$ cat config.mk
export PLATFORM = sky130hd
export DESIGN_NAME = mult_hilo8
export DESIGN_NICKNAME = d
export VERILOG_FILES = /design/src/rtl/mips_pkg.sv /design/src/rtl/mult_hilo8_dp.sv /design/src/rtl/mult_hilo8.sv
export SDC_FILE = /design/constraint.sdc
export NUM_CORES = 1
export LEC_CHECK = 0
export BUFFER_PORTS_ARGS = -buffer_cell sky130_fd_sc_hd__buf_4
export CORE_ASPECT_RATIO = 1.1
export CORE_MARGIN = 2
export CORE_UTILIZATION = 55
export DETAILED_ROUTE_END_ITERATION = 7
export GPL_TIMING_DRIVEN = 0
export PLACE_DENSITY = 0.76
export REMOVE_ABC_BUFFERS = 1
export SYNTH_ARGS = -nofsm -noshare
export SYNTH_HDL_FRONTEND = slang
export SYNTH_SLANG_ARGS = --single-unit
$ cat constraint.sdc
create_clock -name clk -period 2.93 [get_ports clk]
set_clock_uncertainty 0.2 [all_clocks]
set_input_delay 0.4395 -clock clk [delete_from_list [all_inputs] [get_ports clk]]
set_output_delay 0.4395 -clock clk [all_outputs]
set_load 0.03 [all_outputs]
$ cat src/rtl/mips_pkg.sv
// Shared definitions for the MIPS integer core: multiply FSM encoding,
// datapath width constants and the SPECIAL-opcode funct codes that the
// decoder uses to steer the HI/LO multiply unit.
package mips_pkg;

    localparam int DATA_WIDTH = 8;
    localparam int MULT_ITERS = DATA_WIDTH;

    typedef enum logic [1:0] {
        ST_IDLE   = 2'd0,
        ST_RUN    = 2'd1,
        ST_FINISH = 2'd2
    } mult_state_t;

    localparam logic [5:0] OP_SPECIAL = 6'h00;
    localparam logic [5:0] FN_MFHI    = 6'h10;
    localparam logic [5:0] FN_MTHI    = 6'h11;
    localparam logic [5:0] FN_MFLO    = 6'h12;
    localparam logic [5:0] FN_MTLO    = 6'h13;
    localparam logic [5:0] FN_MULT    = 6'h18;
    localparam logic [5:0] FN_MULTU   = 6'h19;

endpackage

$ cat src/rtl/mult_hilo8_dp.sv
// Radix-2 shift-and-add datapath: operand magnitudes, accumulator, shift
// registers and the final sign fix-up. Control comes from mult_hilo8.
module mult_hilo8_dp
    import mips_pkg::*;
#(
    parameter int WIDTH = DATA_WIDTH
) (
    input  logic               clk,
    input  logic               rst_n,
    input  logic               load,
    input  logic               step,
    input  logic [WIDTH-1:0]   a,
    input  logic [WIDTH-1:0]   b,
    input  logic               signed_op,
    output logic [2*WIDTH-1:0] product
);

    logic [2*WIDTH-1:0] mcand;
    logic [WIDTH-1:0]   mplier;
    logic [2*WIDTH-1:0] acc;
    logic               neg;

    // Magnitude of a two's-complement operand; the most negative value maps
    // onto itself, which is still correct when read as unsigned.
    function automatic logic [WIDTH-1:0] mag(input logic [WIDTH-1:0] v,
                                             input logic            sgn);
        return (sgn && v[WIDTH-1]) ? ('0 - v) : v;
    endfunction

    // Load magnitudes on acceptance, then one conditional add and shift per step.
    always_ff @(posedge clk or negedge rst_n) begin
        if (!rst_n) begin
            mcand  <= '0;
            mplier <= '0;
            acc    <= '0;
            neg    <= 1'b0;
        end else if (load) begin
            mcand  <= {{WIDTH{1'b0}}, mag(a, signed_op)};
            mplier <= mag(b, signed_op);
            acc    <= '0;
            neg    <= signed_op & (a[WIDTH-1] ^ b[WIDTH-1]);
        end else if (step) begin
            if (mplier[0]) begin
                acc <= acc + mcand;
            end
            mcand  <= mcand << 1;
            mplier <= mplier >> 1;
        end
    end

    // Restore the sign of the result from the unsigned magnitude product.
    always_comb begin
        product = neg ? ('0 - acc) : acc;
    end

endmodule

$ cat src/rtl/mult_hilo8.sv
// Sequential multiply unit with architectural HI/LO registers
// (MULT/MULTU/MTHI/MTLO). Owns the FSM, iteration counter and HI/LO.
//
// Handshake: start is a request that is accepted only on an edge where the
// unit is IDLE (busy low). Requests while busy are dropped, never queued.
// mthi/mtlo are accepted under the same rule, except that start takes
// priority over them in IDLE.
module mult_hilo8
    import mips_pkg::*;
#(
    parameter int WIDTH = DATA_WIDTH
) (
    input  logic             clk,
    input  logic             rst_n,
    input  logic [WIDTH-1:0] a,
    input  logic [WIDTH-1:0] b,
    input  logic             start,
    input  logic             signed_op,
    input  logic             mthi,
    input  logic             mtlo,
    input  logic [WIDTH-1:0] wdata,
    output logic [WIDTH-1:0] hi,
    output logic [WIDTH-1:0] lo,
    output logic             busy,
    output logic             done
);

    localparam int               CNT_W = $clog2(WIDTH);
    localparam logic [CNT_W-1:0] LAST  = CNT_W'(WIDTH - 1);

    mult_state_t          state;
    mult_state_t          state_next;
    logic [CNT_W-1:0]     cnt;
    logic                 load;
    logic                 step;
    logic [2*WIDTH-1:0]   product;

    mult_hilo8_dp #(.WIDTH(WIDTH)) u_dp (
        .clk       (clk),
        .rst_n     (rst_n),
        .load      (load),
        .step      (step),
        .a         (a),
        .b         (b),
        .signed_op (signed_op),
        .product   (product)
    );

    // State register.
    always_ff @(posedge clk or negedge rst_n) begin
        if (!rst_n) begin
            state <= ST_IDLE;
        end else begin
            state <= state_next;
        end
    end

    // Next state and datapath strobes.
    always_comb begin
        state_next = state;
        load       = 1'b0;
        step       = 1'b0;
        case (state)
            ST_IDLE: begin
                if (start) begin
                    load       = 1'b1;
                    state_next = ST_RUN;
                end
            end
            ST_RUN: begin
                step = 1'b1;
                if (cnt == LAST) begin
                    state_next = ST_FINISH;
                end
            end
            ST_FINISH: begin
                state_next = ST_IDLE;
            end
            default: begin
                state_next = ST_IDLE;
            end
        endcase
    end

    // Iteration counter: cleared on acceptance, advanced once per RUN cycle.
    always_ff @(posedge clk or negedge rst_n) begin
        if (!rst_n) begin
            cnt <= '0;
        end else if (load) begin
            cnt <= '0;
        end else if (step) begin
            cnt <= cnt + CNT_W'(1);
        end
    end

    // HI/LO: product written on leaving FINISH; moves only when idle without start.
    always_ff @(posedge clk or negedge rst_n) begin
        if (!rst_n) begin
            hi <= '0;
            lo <= '0;
        end else if (state == ST_FINISH) begin
            hi <= product[2*WIDTH-1:WIDTH];
            lo <= product[WIDTH-1:0];
        end else if (state == ST_IDLE && !start) begin
            if (mthi) begin
                hi <= wdata;
            end
            if (mtlo) begin
                lo <= wdata;
            end
        end
    end

    // One-cycle completion pulse coinciding with the HI/LO product update.
    always_ff @(posedge clk or negedge rst_n) begin
        if (!rst_n) begin
            done <= 1'b0;
        end else begin
            done <= (state == ST_FINISH);
        end
    end

    assign busy = (state != ST_IDLE);

endmodule

## Word level (Yosys, flattened, before mapping)

Index checks and enable logic that the tools add are counted.

- $add $sub $neg: 5
- Equality and inequality tests: 5
- Mux-type cells: 24
- Bitwise logic cells: 2
- Reduce and logical (&&, ||, !) cells: 15

Operator list:

| cell | number |
|---|---|
| 16-bit two-way mux | 6 |
| 8-bit two-way mux | 10 |
| 16-bit adder | 1 |
| 1-bit by 16-bit subtractor with 16-bit output (first input constant) | 1 |
| 1-bit by 8-bit subtractor with 8-bit output (first input constant) | 2 |
| 2-bit nonzero test | 6 |
| 2-bit AND reduction | 4 |
| 3-bit two-way mux | 2 |
| 2-bit two-way mux | 2 |
| 2-bit != test (second input constant) | 2 |
| 2-bit case mux with 2 select lines | 1 |
| 3-bit by 1-bit adder with 3-bit output (second input constant) | 1 |
| 3-bit equality test (second input constant) | 1 |
| 1-bit logical AND | 3 |
| 1-bit two-way mux | 3 |
| 2-bit by 1-bit equality test with 1-bit output (second input constant) | 1 |
| 2-bit equality test (second input constant) | 1 |
| 2-bit zero test | 1 |
| 1-bit bitwise AND | 1 |
| 1-bit zero test | 1 |
| 1-bit XOR | 1 |

- Register bits: 63
- Output and inout bits: 18
- Logic and storage cells: 60

## Longest topological paths before layout

- Depth after elaboration: 4
- Depth in mapped cells: 8

## Modules after synthesis

A second synthesis with hierarchy kept.

- Cells, all modules: 449
- Area total of the unflattened synthesis: 4246.6 um2

Modules (own cells, without submodules):

| module | instances | cells each | area an instance (um2) | sequential area each (um2) |
|---|---|---|---|---|
| mult_hilo8_dp | 1 | 367 | 3161.8 | 1026.0 |
| mult_hilo8 | 1 | 82 | 1084.8 | 550.5 |

## Least setup slack after synthesis

Ideal clock, no wire load.

- Path kind: reg2reg
- Start: register u_dp.acc[0]
- End: register u_dp.acc[14]
- Data arrival time: 1.962 ns
- Data required time: 2.597 ns
- Setup slack: 0.635 ns
- Cell stages (with the launch flop): 9
- Buffers on the path: 0
- Clock period less this slack: 2.295 ns
- Path through: dfrtp_1 -> ha_1 -> fa_1 -> a21o_1 -> nand4_1 -> a211oi_1 -> a311oi_1 -> xor2_1 -> o21ai_0

- Longest elaborated chain between the ends: 4

RTL lines:

| what | RTL line | source |
|---|---|---|
| start, declared | mult_hilo8_dp.sv:20 | `logic [2*WIDTH-1:0] acc;` |
| start signal, assigned | mult_hilo8_dp.sv:44 | `acc <= acc + mcand;` |
| 16-bit adder | mult_hilo8_dp.sv:44 |  |
| 16-bit two-way mux | mult_hilo8_dp.sv:43 | `if (mplier[0]) begin` |
| 16-bit two-way mux | mult_hilo8_dp.sv:42 | `end else if (step) begin` |
| 16-bit two-way mux | mult_hilo8_dp.sv:37 | `end else if (load) begin` |

Every way passes these cells. The select of a mux whose other input is x is not followed.
A chain may end at the register's enable or synchronous reset.

## Worst setup path in the final report

Ends and elaborated chain as after synthesis.

==> impl_metrics.toml <==
[floorplan]
effective_utilization_at_floorplan_pct = 56.6
core_area_um2 = 7010
fp.dieW_um = 84.9
die_height_um = 93.0
ioPinCount = 48
num_rows = 32
floorplan.die_area_um2 = 7900

[critical_path]
path_delay_family = "compound AO/OA/AOI/OAI gates"
timing.critical_path.from_type = "flip-flop"
timing.critical_path.slowest_stage_cell = "dfrtp_1"
rr_endpoint = "u_dp.acc[14]"
regToRegSetupSlack_ns = 0.32
worst-endpoint-arrival_ns = 2.61
timing.critical_path.to_type = "flip-flop"
critical_path.max_stage_delay_ns = 0.46
critical_path.n_buffers_inverters = 0
worstRegToRegCells = 8
crit_chain = "ha_1 > fa_1 > a21o_1 > nand4_1 > a211oi_1 > a311oi_1 > xor2_1 > o21ai_0"
timing.critical_path.required_ns = 2.93
crit_path_max_fanout = 7
worstReg2RegStart = "u_dp.acc[0]"
crit_path_kind = "flip-flop to flip-flop"

[layout]
syn2layout_area_growth_pct = 15.7
post_route_cells_drive_above_1_share_pct = 14.9
nets = 537
nFillCells = 572
n_antenna_cell = 0
multiInputGateArea_um2 = 2260
finalNonFillerCells = 576
post-route-util_pct = 65.4
ff_latch_area_um2 = 1580

[routing]
dr.first_iter.drc_count = 147
vias = 3291
detail-route-antenna-nets = 0
wirelength_mm = 8.17
drt_pre_antenna_iters = 4
number_of_vias_per_cell = 5.71
wl_per_cell_um = 14.2
remaining_drc_errors = 0

[logic_synthesis]
netlist-cell-type-count = 48
post_synthesis_sequential_element_count = 63
synth_largest_area_cell = "dfrtp_1"
yosysSeqAreaShare_pct = 39.8
synth_largest_type_area_fraction_pct = 39.8
syn_avg_cell_area_um2 = 8.79
synthCells = 451
synth.cell_area_um2 = 3960
post_synth_main_area_contributors = "dfrtp_1, nand2_1, ha_1, o21ai_0, xnor2_1"
asr_flop_ratio_synth_pct = 100
number_of_enable_type_register_cells_in_the_synthesized_netlist = 0
yosys_warnings = 0
ys_flop_type = "dfrtp_1"

[power]
combinationalPowerShare_pct = 50.8
p_leak_nw = 2.05
clkPwrFrac_pct = 17.3
pwr_density_cell_nw_per_um2 = 1140
total_switching_power_mw = 2.26
p_sw_share_pct = 43.2
finalPower_mw = 5.24
p_int_mw = 2.98
power.share.sequential_pct = 31.8
max-vdd-ir-drop_mv = 0.636

[global_routing]
maximum_number_of_pins_on_one_net_before_global_route_repair = 64
most_crowded_layer_after_global_routing = "met2"
global_route.overflow_total = 0
grt_resource_usage_total_pct = 22.8
first_global_vias = 3193
grt_first_pass_wirelength_mm = 14.4
antenna_violations_before_repair = 0
global_route.usage.met3_pct = 3.88
use_met2_pct = 40.0
use_met1_pct = 26.6

[cts]
cts-root-to-sink-buffers = 2
clock_tree.htree_level_count = 3
post_cts_buffers = 0
clock_latency_ns = 0.33
ctsRootBufferMaster = "clkbuf_8"
tritoncts_num_sinks = 63
postCtsHoldBufs = 0
ctsResizeCount = 0
clk_pin_slew_ns = 0.07
tritoncts = "yes"
cts_made_buffers = 9

[timing]
grt_setup_unrepaired = "false"
maxSlewViolCount = 0
worst_pin_slew_ns = 1.05
fin_tns_setup_ns = 0
final.period_utilization_pct = 89.2
max_clock_freq_mhz = 383
final_hold_viol_count = 33
holdWs_ns = -0.0247
timing.slew.headroom_pct = 30.3
setup_violations = 0
finalWorstSetupSlack_ns = 0.317
finalWorstPathRequiredPeriod_ns = 2.61

[placed_design]
place.detailed.instances = 560
dp_hpwl_mm = 6.17
dpl_worst_slack_ns = 0.346
port_buffers = 47
gp_routability_congestion = 0.912

[worst_hold_path]
min_path_type = "input port to asynchronous set/reset pin"

[status]
failed_checks = "hold timing"
status = "finished with violations"

[job]
drv.max_cap_violation_count = 0
state kept, by name, summed over array words and instances, names as in the netlist:
signal	cells
cnt	3
u_dp.neg	1
u_dp.mplier	8
done	1
u_dp.mcand	16
lo	8
u_dp.acc	16
state	2
hi	8
worst max path at each step:
stage / from / end / slack [ns] / cells after the start
global route: u_dp.acc[0] / u_dp.acc[14] / 0.15 / 8
finish: u_dp.acc[0] / u_dp.acc[14] / 0.32 / 8
CTS: u_dp.acc[0] / u_dp.acc[14] / 0.32 / 8
global placement: state[1] / u_dp.acc[12] / -0.17 / 4
floorplan: state[1] / u_dp.acc[12] / 0.54 / 4
detailed placement: u_dp.acc[0] / u_dp.acc[14] / 0.35 / 8
area by class of cell:
cell class,count,share of cell area [%]
Sequential cell,63,34.4
Multi-Input combinational cell,355,49.3
Inverter,9,0.737
Clock inverter,3,1.97
Tap cell,85,2.32
Timing Repair Buffer,48,8.02
Clock buffer,13,3.25
power groups by stage:
stage          sequential [mW]  clock, mW  combinational (mW)
2_1_floorplan             1.82          0                1.78
3_3_place_gp              1.65          0                2.56
3_5_place_dp              1.68          0                2.66
4_1_cts                   1.67      0.924                2.67
5_1_grt                   1.73      0.973                3.00
6_report                  1.67      0.908                2.66
synthesized netlist by cell type, types with 2 or more instances:
cell type  count
a211oi_1       7
a21boi_0       2
a21o_1         6
a21oi_1       17
a31oi_1       17
and2_1         5
and3_1         2
buf_2          4
clkbuf_1      20
dfrtp_1       63
ha_1          20
inv_1          9
mux2i_1       14
nand2_1       94
nand2b_1       3
nand3_1       14
nand4_1        3
nor2_1        28
nor2b_1        4
nor3_1         5
o211ai_1       3
o21ai_0       41
o21ai_1        2
o21bai_1       2
o31ai_1        5
or4_4          2
xnor2_1       21
xor2_1        18
through the flow:
step | instance area, um2 | hold WS [ns]
after floorplan | 3870 | -0.0561
after global placement | 4330 | 0.281
after detailed placement | 4350 | 0.298
after CTS | 4580 | 0.00556
after global routing | 4580 | 0.0340
final | 4580 | -0.0247
cell usage in the layout, fill, tap and decap left out, drive strengths merged, types with 3 or more instances in the layout:
cell type	instances
nand2	94
dfrtp	63
buf	48
o21ai	43
nor2	28
xnor2	21
ha	20
xor2	18
a21oi	17
a31oi	17
mux2i	14
nand3	14
clkbuf	13
inv	9
a211oi	7
a21o	6
and2	6
o31ai	6
nor3	5
nand2b	4
nor2b	4
nand4	3
o211ai	3
bufinv	3
o21bai	3
o41ai	3
worst register-to-register path, cell delays in order, from the launching register on:
cell and delay, ns:
dfrtp_1 0.46, ha_1 0.28, fa_1 0.41, a21o_1 0.19, nand4_1 0.19, a211oi_1 0.14, a311oi_1 0.36, xor2_1 0.16
o21ai_0 0.09
cell families (layout without fill, tap and decap cells):
kind of cell | after synthesis | in the layout | share of synthesized area, %
multiplexers | 14 | 14 | 3.54
AND/OR/NAND/NOR | 166 | 166 | 19.1
flip-flops | 63 | 63 | 39.8
XOR/XNOR | 39 | 39 | 8.62
buffers and inverters | 33 | 73 | 3.25
AO/OA/AOI/OAI | 115 | 115 | 18.9
adder cells (fa/ha/maj) | 21 | 21 | 6.82
routing by layer:
layer | up-vias | routed length [um]
met1 | 1549 | 3390
li1 | 1653 | -
met5 | - | 0
met2 | 74 | 4250
met3 | 15 | 325
met4 | 0 | 200
(Power assumes the default switching activity.)
